--- src/rtl/mult_sequencer.sv ---
// Control sequencer for an 8x8 signed shift-add multiplier.
// Steers an external {X,A,B} register unit through load and shift steps.
module mult_sequencer (
  input  logic        Clk,
  input  logic        Reset,
  input  logic        Run,
  input  logic        ClearA_LoadB,
  input  logic [7:0]  S,
  input  logic [15:0] Reg_Data,
  input  logic        Reg_X,
  output logic        Load,
  output logic        Shift_En,
  output logic [8:0]  A_Load,
  output logic [7:0]  B_Load,
  output logic        Busy,
  output logic        Done
);

  typedef enum logic [2:0] {
    IDLE,
    CLRA,
    ADD,
    SHIFT,
    DONE
  } state_t;

  state_t     state_q, state_d;
  logic [2:0] cnt_q, cnt_d;
  logic [8:0] a9, s9, sum;
  logic       unused_x;

  // X is status only; the new sign always comes from the 9-bit sum
  assign unused_x = Reg_X;

  assign a9  = {Reg_Data[15], Reg_Data[15:8]};
  assign s9  = {S[7], S};
  assign sum = (cnt_q == 3'd7) ? (a9 - s9) : (a9 + s9);

  always_ff @(posedge Clk) begin
    if (Reset) begin
      state_q <= IDLE;
      cnt_q   <= '0;
    end else begin
      state_q <= state_d;
      cnt_q   <= cnt_d;
    end
  end

  always_comb begin
    state_d  = state_q;
    cnt_d    = cnt_q;
    Load     = 1'b0;
    Shift_En = 1'b0;
    A_Load   = '0;
    B_Load   = '0;
    Busy     = 1'b0;
    Done     = 1'b0;
    unique case (state_q)
      IDLE: begin
        if (Run) begin
          state_d = CLRA;
          cnt_d   = '0;
        end else if (ClearA_LoadB) begin
          Load   = 1'b1;
          B_Load = S;
        end
      end
      CLRA: begin
        Busy    = 1'b1;
        Load    = 1'b1;
        B_Load  = Reg_Data[7:0];
        state_d = ADD;
      end
      ADD: begin
        Busy    = 1'b1;
        state_d = SHIFT;
        if (Reg_Data[0]) begin
          Load   = 1'b1;
          A_Load = sum;
          B_Load = Reg_Data[7:0];
        end
      end
      SHIFT: begin
        Busy     = 1'b1;
        Shift_En = 1'b1;
        if (cnt_q == 3'd7) begin
          state_d = DONE;
        end else begin
          state_d = ADD;
          cnt_d   = cnt_q + 3'd1;
        end
      end
      DONE: begin
        Done = 1'b1;
        if (!Run) state_d = IDLE;
      end
      default: state_d = IDLE;
    endcase
  end

endmodule
--- config.mk ---
export PLATFORM = sky130hd
export DESIGN_NAME = mult_sequencer
export DESIGN_NICKNAME = d
export VERILOG_FILES = /design/src/rtl/mult_sequencer.sv
export SDC_FILE = /design/constraint.sdc
export NUM_CORES = 1
export LEC_CHECK = 0
export ABC_AREA = 1
export CORE_MARGIN = 3
export CORE_UTILIZATION = 40
export DETAILED_ROUTE_END_ITERATION = 6
export PLACE_DENSITY = 0.79
export SYNTH_ARGS = -nofsm -noshare
export SYNTH_HDL_FRONTEND = slang
export SYNTH_SLANG_ARGS = --single-unit
--- constraint.sdc ---
create_clock -name Clk -period 3.6 [get_ports Clk]
set_input_delay 0.72 -clock Clk [delete_from_list [all_inputs] [get_ports Clk]]
set_output_delay 0.72 -clock Clk [all_outputs]
set_load 0.005 [all_outputs]
==> flow_metrics.py <==
metrics = {
    "route": {
        "avgRoutedWirePerCell_um": 13.3,
        "ant_nets": 0,
        "drt_iter0_markers": 39,
        "viasPerCell": 5.05,
        "drc": 0,
        "via_count": 1429,
        "wirelength_mm": 3.76,
        "drt_pass1_iterations": 4,
    },
    "timing": {
        "finalCritPeriodShare_pct": 95.4,
        "clock.fmax_mhz": 291,
        "final.setup_skew_ns": 0.00885,
        "setup-tns-final_ns": 0,
        "final_hold_viol_count": 0,
        "slew_headroom_pct": 79.2,
        "period_minus_slack_ns": 3.43,
        "finalMaxSlewViolations": 0,
        "hold_slack_ns": 0.461,
        "setup_viol_count_final": 0,
        "worst_slew_pin_slew_ns": 0.312,
        "setup_ws_ns": 0.167,
    },
    "synth": {
        "synth_fa_ha_area_share_pct": 15.4,
        "synth_cell_types": 21,
        "syn-num-nets": 220,
        "synth-simple-area-share_pct": 35.0,
        "synth_mux_area_share_pct": 0,
        "synth_top_family_by_area": "simple AND/OR/NAND/NOR gates",
        "synth_xor_area_share_pct": 4.28,
        "yosys_warnings": 0,
        "synthCells": 179,
        "synth_compound_area_share_pct": 20.2,
        "ys_seq_area_share_pct": 11.8,
        "netlist_area_um2": 1020,
        "avgSynthCellArea_um2": 5.71,
        "yosysTopAreaCellShare_pct": 15.4,
        "synth-seq-cells": 6,
        "synth_top_cell_by_area": "nand2_1",
        "yosys-top-cells-area": "nand2_1 (15%), ha_1 (13%), inv_1 (12%)",
    },
    "grt": {
        "antenna_found_initial": 0,
        "grt_pass1_wl_mm": 5.49,
        "grt_remaining_overflow": 0,
        "grt_pass1_vias": 1422,
        "grt_max_degree": 10,
        "track_usage_pct": 20.8,
    },
    "worst_setup_path": {
        "end_kind": "output pin",
        "critPathMaxFanout": 4,
        "required_ns": 2.88,
        "crit_arrival_ns": 2.71,
        "path_class": "input port to output pin",
        "ff2ff_setup_slack_ns": 2.18,
        "cp-startpoint": "S[1]",
        "r2r-start": "cnt_q[0]",
        "startpoint_type": "input port",
    },
    "cells_and_area": {
        "instances_no_fill": 283,
        "layout_common_cells": "nand2_1 (37), clkdlybuf4s50_1 (37), inv_1 (29), buf_4 (26), a21oi_1 (16)",
        "nets": 298,
        "diodes": 0,
        "fillers": 141,
        "final_area_um2": 1930,
        "regArea_um2": 120,
        "area_growth_pct": 88.5,
        "post_route_cells_drive_above_1_share_pct": 27.8,
        "final_core_util_pct": 83.1,
        "multi_input_area_um2": 950,
    },
    "clock_tree": {
        "clk_pin_slew_ns": 0.05,
        "numCtsBuffers": 3,
        "cts_tree": "done",
        "cts.path.max_buffers": 2,
        "hold_buffers": 0,
        "htree_levels": 1,
        "root_buffer": "clkbuf_4",
        "cts.sinks": 6,
        "clkLatencyLatePin_ns": 0.26,
    },
    "power": {
        "p_per_area_nw_per_um2": 214,
        "power.static_leakage_nw": 0.963,
        "ir_drop_uv": 272,
        "power_mw": 0.413,
    },
    "floorplanning": {
        "dieHeight_um": 56.6,
        "die_w_um": 56.6,
        "fp-row-count": 17,
        "fp.dieArea_um2": 3200,
        "core_um2": 2320,
        "ioPinCount": 50,
        "start_util_pct": 44.1,
    },
    "placement": {
        "dp.cells": 274,
        "numPortBuffers": 48,
        "hpwl_mm": 2.56,
        "place_area_um2": 1680,
        "gp_congestion": 0.813,
        "pre_cts_ws_ns": -0.621,
    },
    "worst_hold_path": {
        "hp-start": "cnt_q[0]",
        "hold_path_class": "flop to flop",
    },
    "run": {
        "drv_cap": 0,
    },
    "outcome": {
        "status": "complete, no violations",
    },
}
[synth_stat cells, drive strengths merged]
cell and number:
a21oi 22, buf 1, dfxtp 6, fa 1, ha 11, inv 35
nand2 45, nand3 11, nand4 2, nor2 21, nor3 1, o21a 1
o21ai 17, xor2 5
[worst max-delay path, cell delays in order]
cell and delay [ns]:
dlygate4sd2_1 0.25, inv_2 0.08, buf_4 0.12, nand3_2 0.09, nor2_4 0.14, nand2_1 0.06, nand2_1 0.07, xor2_1 0.14
inv_1 0.09, ha_4 0.29, nand2_1 0.06, nor2_1 0.17, a21oi_2 0.09, nand3_1 0.09, nand2_1 0.05, nor2_1 0.08
clkbuf_2 0.11
[flip-flops by register name (all words and copies together), names as in the netlist]
signal,count
state_q,3
cnt_q,3
[path summary, 6_finish.rpt]
kind | endpoint | depth (start not counted)
worst max-delay path | A_Load[8] | 17
worst min-delay path | cnt_q[0] | 1
worst max register to register | cnt_q[2] | 7
worst min register to register | cnt_q[0] | 1
[repair_timing]
action	in CTS	in global routing
pin swaps	7	15
endpoints found under the hold margin	0	0
endpoints found under the setup margin	8	6
buffers inserted	4	3
gates resized for setup	33	26
[area by class of cell]
type | count | share of cell area [%]
clock buffers | 3 | 1.17
flip-flops and latches | 6 | 6.23
multi-input cells | 137 | 49.3
inverters | 35 | 7.01
repair buffers | 74 | 34.5
well taps | 28 | 1.82
[routing by layer]
layer	track usage, %	share of wire, %	vias to the layer above
li1	-	-	724
met4	9.83	2.6	0
met2	37.0	52	62
met3	5.29	7.5	11
met1	22.8	38	632
met5	0	0	-
[report_power, final]
group,switching (mW),internal (mW)
Clock,0.0289,0.0380
Sequential,0.00657,0.0701
Combinational,0.126,0.143
[logic make-up (layout without fill, tap and decap cells)]
family,after synthesis,count (layout)
buf+inv,36,112
fa+ha+maj,12,12
xor+xnor,5,5
compound gates,40,40
simple gates,80,80
flops,6,6
(Power assumes the default switching activity.)
